### src/rtl/hazard_unit.sv
// Pipeline hazard unit: operand forwarding, load-use and memory-wait stalls,
// branch flushes, memory-timeout watchdog and stall/flush performance counters.
module hazard_unit #(
    parameter int unsigned CNT_WIDTH  = 32,
    parameter int unsigned WAIT_LIMIT = 16
) (
    input  logic                 clk,
    input  logic                 rst_n,
    input  logic [4:0]           Rs1D,
    input  logic [4:0]           Rs2D,
    input  logic [4:0]           Rs1E,
    input  logic [4:0]           Rs2E,
    input  logic [4:0]           RdE,
    input  logic [4:0]           RdM,
    input  logic [4:0]           RdW,
    input  logic                 RegWriteM,
    input  logic                 RegWriteW,
    input  logic                 ResultSrcE0,
    input  logic                 PCSrcE,
    input  logic                 MemReqM,
    input  logic                 MemReadyM,
    output logic [1:0]           ForwardAE,
    output logic [1:0]           ForwardBE,
    output logic                 StallF,
    output logic                 StallD,
    output logic                 StallE,
    output logic                 StallM,
    output logic                 FlushD,
    output logic                 FlushE,
    output logic                 MemTimeout,
    output logic [CNT_WIDTH-1:0] StallCount,
    output logic [CNT_WIDTH-1:0] FlushCount
);

    localparam int unsigned          WCNT_W   = $clog2(WAIT_LIMIT + 1);
    localparam logic [WCNT_W-1:0]    WAIT_MAX = WCNT_W'(WAIT_LIMIT);
    localparam logic [CNT_WIDTH-1:0] CNT_MAX  = '1;

    typedef enum logic [1:0] {
        RUN      = 2'd0,
        MEM_WAIT = 2'd1,
        TIMEOUT  = 2'd2
    } state_t;

    state_t            state;
    state_t            state_n;
    logic [WCNT_W-1:0] wait_cnt;
    logic              lw_stall;
    logic              mem_stall;
    logic              wait_hit;

    // Forward selects: Memory stage wins over Writeback; x0 never forwards
    always_comb begin
        ForwardAE = 2'b00;
        ForwardBE = 2'b00;
        if (RegWriteM && (RdM != 5'd0) && (RdM == Rs1E)) begin
            ForwardAE = 2'b10;
        end else if (RegWriteW && (RdW != 5'd0) && (RdW == Rs1E)) begin
            ForwardAE = 2'b01;
        end
        if (RegWriteM && (RdM != 5'd0) && (RdM == Rs2E)) begin
            ForwardBE = 2'b10;
        end else if (RegWriteW && (RdW != 5'd0) && (RdW == Rs2E)) begin
            ForwardBE = 2'b01;
        end
    end

    // Stall/flush decode; a memory wait freezes the back end and defers flushes
    always_comb begin
        lw_stall  = ResultSrcE0 && (RdE != 5'd0) && ((RdE == Rs1D) || (RdE == Rs2D));
        mem_stall = MemReqM && !MemReadyM;
        StallF    = lw_stall || mem_stall;
        StallD    = lw_stall || mem_stall;
        StallE    = mem_stall;
        StallM    = mem_stall;
        FlushD    = PCSrcE && !mem_stall;
        FlushE    = (lw_stall || PCSrcE) && !mem_stall;
    end

    // This edge completes the WAIT_LIMIT-th consecutive waiting cycle
    always_comb begin
        wait_hit = mem_stall && (wait_cnt >= (WAIT_MAX - WCNT_W'(1)));
    end

    // FSM state register
    always_ff @(posedge clk) begin
        if (!rst_n) begin
            state <= RUN;
        end else begin
            state <= state_n;
        end
    end

    // FSM next state; TIMEOUT is sticky until reset
    always_comb begin
        state_n = state;
        case (state)
            RUN: begin
                if (wait_hit) begin
                    state_n = TIMEOUT;
                end else if (mem_stall) begin
                    state_n = MEM_WAIT;
                end
            end
            MEM_WAIT: begin
                if (wait_hit) begin
                    state_n = TIMEOUT;
                end else if (!mem_stall) begin
                    state_n = RUN;
                end
            end
            TIMEOUT: state_n = TIMEOUT;
            default: state_n = RUN;
        endcase
    end

    // FSM outputs
    always_comb begin
        MemTimeout = 1'b0;
        if (state == TIMEOUT) begin
            MemTimeout = 1'b1;
        end
    end

    // Consecutive memory-wait counter, saturating at the limit
    always_ff @(posedge clk) begin
        if (!rst_n) begin
            wait_cnt <= '0;
        end else if (!mem_stall) begin
            wait_cnt <= '0;
        end else if (wait_cnt < WAIT_MAX) begin
            wait_cnt <= wait_cnt + WCNT_W'(1);
        end
    end

    // Saturating stall and flush performance counters
    always_ff @(posedge clk) begin
        if (!rst_n) begin
            StallCount <= '0;
            FlushCount <= '0;
        end else begin
            if (StallF && (StallCount != CNT_MAX)) begin
                StallCount <= StallCount + CNT_WIDTH'(1);
            end
            if (FlushD && (FlushCount != CNT_MAX)) begin
                FlushCount <= FlushCount + CNT_WIDTH'(1);
            end
        end
    end

endmodule

### config.mk
export PLATFORM = sky130hd
export DESIGN_NAME = hazard_unit
export DESIGN_NICKNAME = d
export VERILOG_FILES = /design/src/rtl/hazard_unit.sv
export SDC_FILE = /design/constraint.sdc
export NUM_CORES = 1
export LEC_CHECK = 0
export ABC_AREA = 1
export CORE_MARGIN = 3
export CORE_UTILIZATION = 50
export DETAILED_ROUTE_END_ITERATION = 8
export GPL_TIMING_DRIVEN = 0
export PLACE_DENSITY = 0.8
export SYNTH_ARGS = -nofsm -noshare
export SYNTH_HDL_FRONTEND = slang
export SYNTH_SLANG_ARGS = --single-unit
### constraint.sdc
create_clock -name clk -period 1.9 [get_ports clk]
set_input_delay 0.285 -clock clk [delete_from_list [all_inputs] [get_ports clk]]
set_output_delay 0.285 -clock clk [all_outputs]
set_load 0.1 [all_outputs]
==> results <==
[timing repair]
| action | CTS | global route |
|---|---|---|
| resized for setup | 195 | 78 |
| pin swaps | 13 | 12 |
| endpoints found under the setup margin | 85 | 107 |
| setup buffers | 3 | 9 |
[layer usage]
| layer | GRT usage (%) | vias to the layer above | wire (um) |
|---|---|---|---|
| li1 | - | 2785 | - |
| met1 | 30.5 | 2518 | 5920 |
| met2 | 45.4 | 196 | 7170 |
| met3 | 4.10 | 33 | 840 |
| met4 | 10.3 | 0 | 357 |
| met5 | 0 | - | 0 |
[power groups by stage]
stage	clock network (mW)	logic, mW	registers, mW
floorplan	0	0.308	1.60
global placement	0	0.553	1.54
detailed placement	0	0.567	1.54
CTS	1.40	0.562	1.51
global route	1.46	0.621	1.51
finish	1.39	0.579	1.51
[state kept, by name (all words and copies together) (netlist names)]
signal / flops
state: 2
FlushCount: 32
StallCount: 32
wait_cnt: 5
[logic make-up after synthesis]
group / count (synthesis)
AND/OR/NAND/NOR: 497
buffers and inverters: 116
adder cells (fa/ha/maj): 4
flip-flops: 71
XOR/XNOR: 36
AO/OA/AOI/OAI: 73
[layout make-up]
cell class	instances	area share (%)
buffer	22	2.69
tap	129	2.39
clock inverter	5	1.21
clock buffer	11	2.09
inverter	93	5.17
multi-input combinational	610	46.4
sequential	71	22.4
timing repair buffer	128	17.6
[how the worst min path moves through the flow]
stage / from / to / slack [ns] / depth (start not counted)
finish: rst_n / FlushCount[3]$_SDFFE_PN0P_ / 0.41 / 3
CTS: rst_n / wait_cnt[1]$_SDFFE_PN0N_ / 0.41 / 3
global placement: state[1]$_SDFFE_PN0P_ / state[0]$_SDFFE_PN0P_ / 0.41 / 1
global route: rst_n / wait_cnt[1]$_SDFFE_PN0N_ / 0.43 / 3
floorplan: state[1]$_SDFFE_PN0P_ / state[0]$_SDFFE_PN0P_ / 0.40 / 1
detailed placement: state[1]$_SDFFE_PN0P_ / state[0]$_SDFFE_PN0P_ / 0.42 / 1
[cell usage in the layout, fill, tap and decap left out, types with 2 or more instances in the layout]
cell type        count
nand2_1            228
nor2_1             117
inv_1               89
nand3_1             61
dfxtp_2             59
a21oi_1             43
clkdlybuf4s15_1     31
dlygate4sd2_1       31
nor3_1              21
xor2_1              20
clkbuf_2            20
nand2_2             19
a21oi_2             19
xnor2_1             16
nand4_1             15
buf_4               15
clkbuf_8            10
clkdlybuf4s50_1     10
nor2_4               9
buf_12               9
dfxtp_1              8
o21ai_0              8
clkbuf_1             8
dlymetal6s2s_1       8
nand3b_1             7
clkdlybuf4s15_2      6
buf_2                5
dfxtp_4              4
nor2_2               4
inv_2                4
nand2_4              4
buf_6                3
and3_1               2
nor3_4               2
clkbuf_4             2
nor3_2               2
ha_4                 2
ha_1                 2
bufinv_16            2
==> metrics.csv <==
metric,value,unit
FF-to-FF path depth,11,
post-synthesis net count,844,
Worst path max stage delay,0.86,ns
total gr overflow,0,
Mean Syn Cell Area,6.19,um^2
# IOs,118,
main combinational cell family by area after synthesis,simple AND/OR/NAND/NOR gates,
Cell Rows,35,
H-tree levels,3,
Critical Path End Type,output pin,
Mapped Cells,797,
Final nets,982,
register area,0.00151,mm^2
Peak VDD IR,0.000397,V
WS Path Type,reg -> out,
minimum clock period,1.87,ns
power per cell area,515,mW/mm^2
static leakage,3.06,nW
die area,0.0111,mm^2
Post-Synth Simple-Gate Area,44.6,%
total power,3.47,mW
Post-synth top cells,"nand2_1 (230), nor2_1 (123), inv_1 (91)",
compound-cell area share of the yosys netlist,8.88,%
CP Max Fanout,5,
most common cell in the netlist,nand2_1,
Synth top area share,28.8,%
"setup slack, reg-to-reg",0.10,ns
Crit path buffers/inverters,1,
dpl cells,1042,
DRC Markers,0,
Hold Fails Final Rpt,0,
Starting DRT DRC Count,307,
Post-synth EDFFs,0,
"antenna viol nets, final",0,
pin count of the biggest net entering global routing,13,
Hold Buf Count CTS,0,
skew final,0.0144,ns
mapped cell area,0.00493,mm^2
Pins Over Slew Limit,0,
Post-synth ARST share,0,%
Crit path depth,1,
antenna violations before repair,0,
adder-cell share of the synthesized area,1.01,%
worst slew pin tran,1.01,ns
P_int,2.48,mW
worst endpoint data arrival time,1.58,ns
port bufs,116,
Reg2Reg Launch Point,StallCount[0]$_SDFFE_PN0P_,
Root Driver,clkbuf_8,
Psw,0.989,mW
Max-cap violations,0,
"Reg clk slew, reported paths",0.09,ns
Critical Path Source,StallCount[30]$_SDFFE_PN0P_,
Finished Cell Area,0.00675,mm^2
fill count,825,
Hold WS,0.411,ns
Core Region,0.00942,mm^2
detailed-route via count,5532,
TNS Setup,0,ns
pre-CTS WS,-1.37,ns
Critical Path Source Type,flip-flop,
crit share post-route,98.2,%
drt pass-1 iters,5,
RR Endpoint,StallCount[11]$_SDFFE_PN0P_,
top_reg_cell synth,dfxtp_1,
crit-path cells,dlygate4sd2_1,
power share of the sequential group,43.4,%
die width,105,um
CTS buffer count,9,
Clock Power Share,39.9,%
sequential area share after synthesis,28.8,%
post-route setup slack,0.0342,ns
"area leader, netlist",dfxtp_1,
end of the critical path,StallCount[30],
YS warnings,0,
Layout Utilization,71.7,%
CTS sink count,71,
final non-filler cell total,1069,
share of layout cells above drive strength 1,22.4,%
Multi-input gate area,0.00313,mm^2
f_max,536,MHz
vias in the first global route,5293,
# diodes,0,
Critical Path Slowest Stage Cell,dlygate4sd2_1,
Sw Share,28.5,%
wire per inst,13.4,um
GPL Wtd Cong,0.919,
CTS tree,yes,
Comb power frac,16.7,%
placed inst area,0.00646,mm^2
first-pass GRT wire length,23900,um
CP required,1.62,ns
Final HPWL DP,10900,um
RSZ-0062 raised after global routing,yes,
worst skew pair latency,0.35,ns
run status,completed,
Max clock buf depth,2,
Top delay family on crit path,buffers and inverters,
endpoints failing setup,0,
Post-Synth XOR/XNOR Area,6.39,%
mux contribution to synthesized area,0,%
Yosys reg bits,71,
"wirelength, routed",14300,um
Initial Util,52.4,%
Hold WC Path Type,in -> reg,
gr usage total,25.6,%
Vias/cell,5.17,
"top cells by area, synth","dfxtp_1 (29%), nand2_1 (18%), nor2_1 (9.4%)",
Die Ht,105,um
synth-to-layout area growth,36.9,%
Slew HR,32.8,%
Synth cell types,35,
Power figures use the tool's default switching activity.
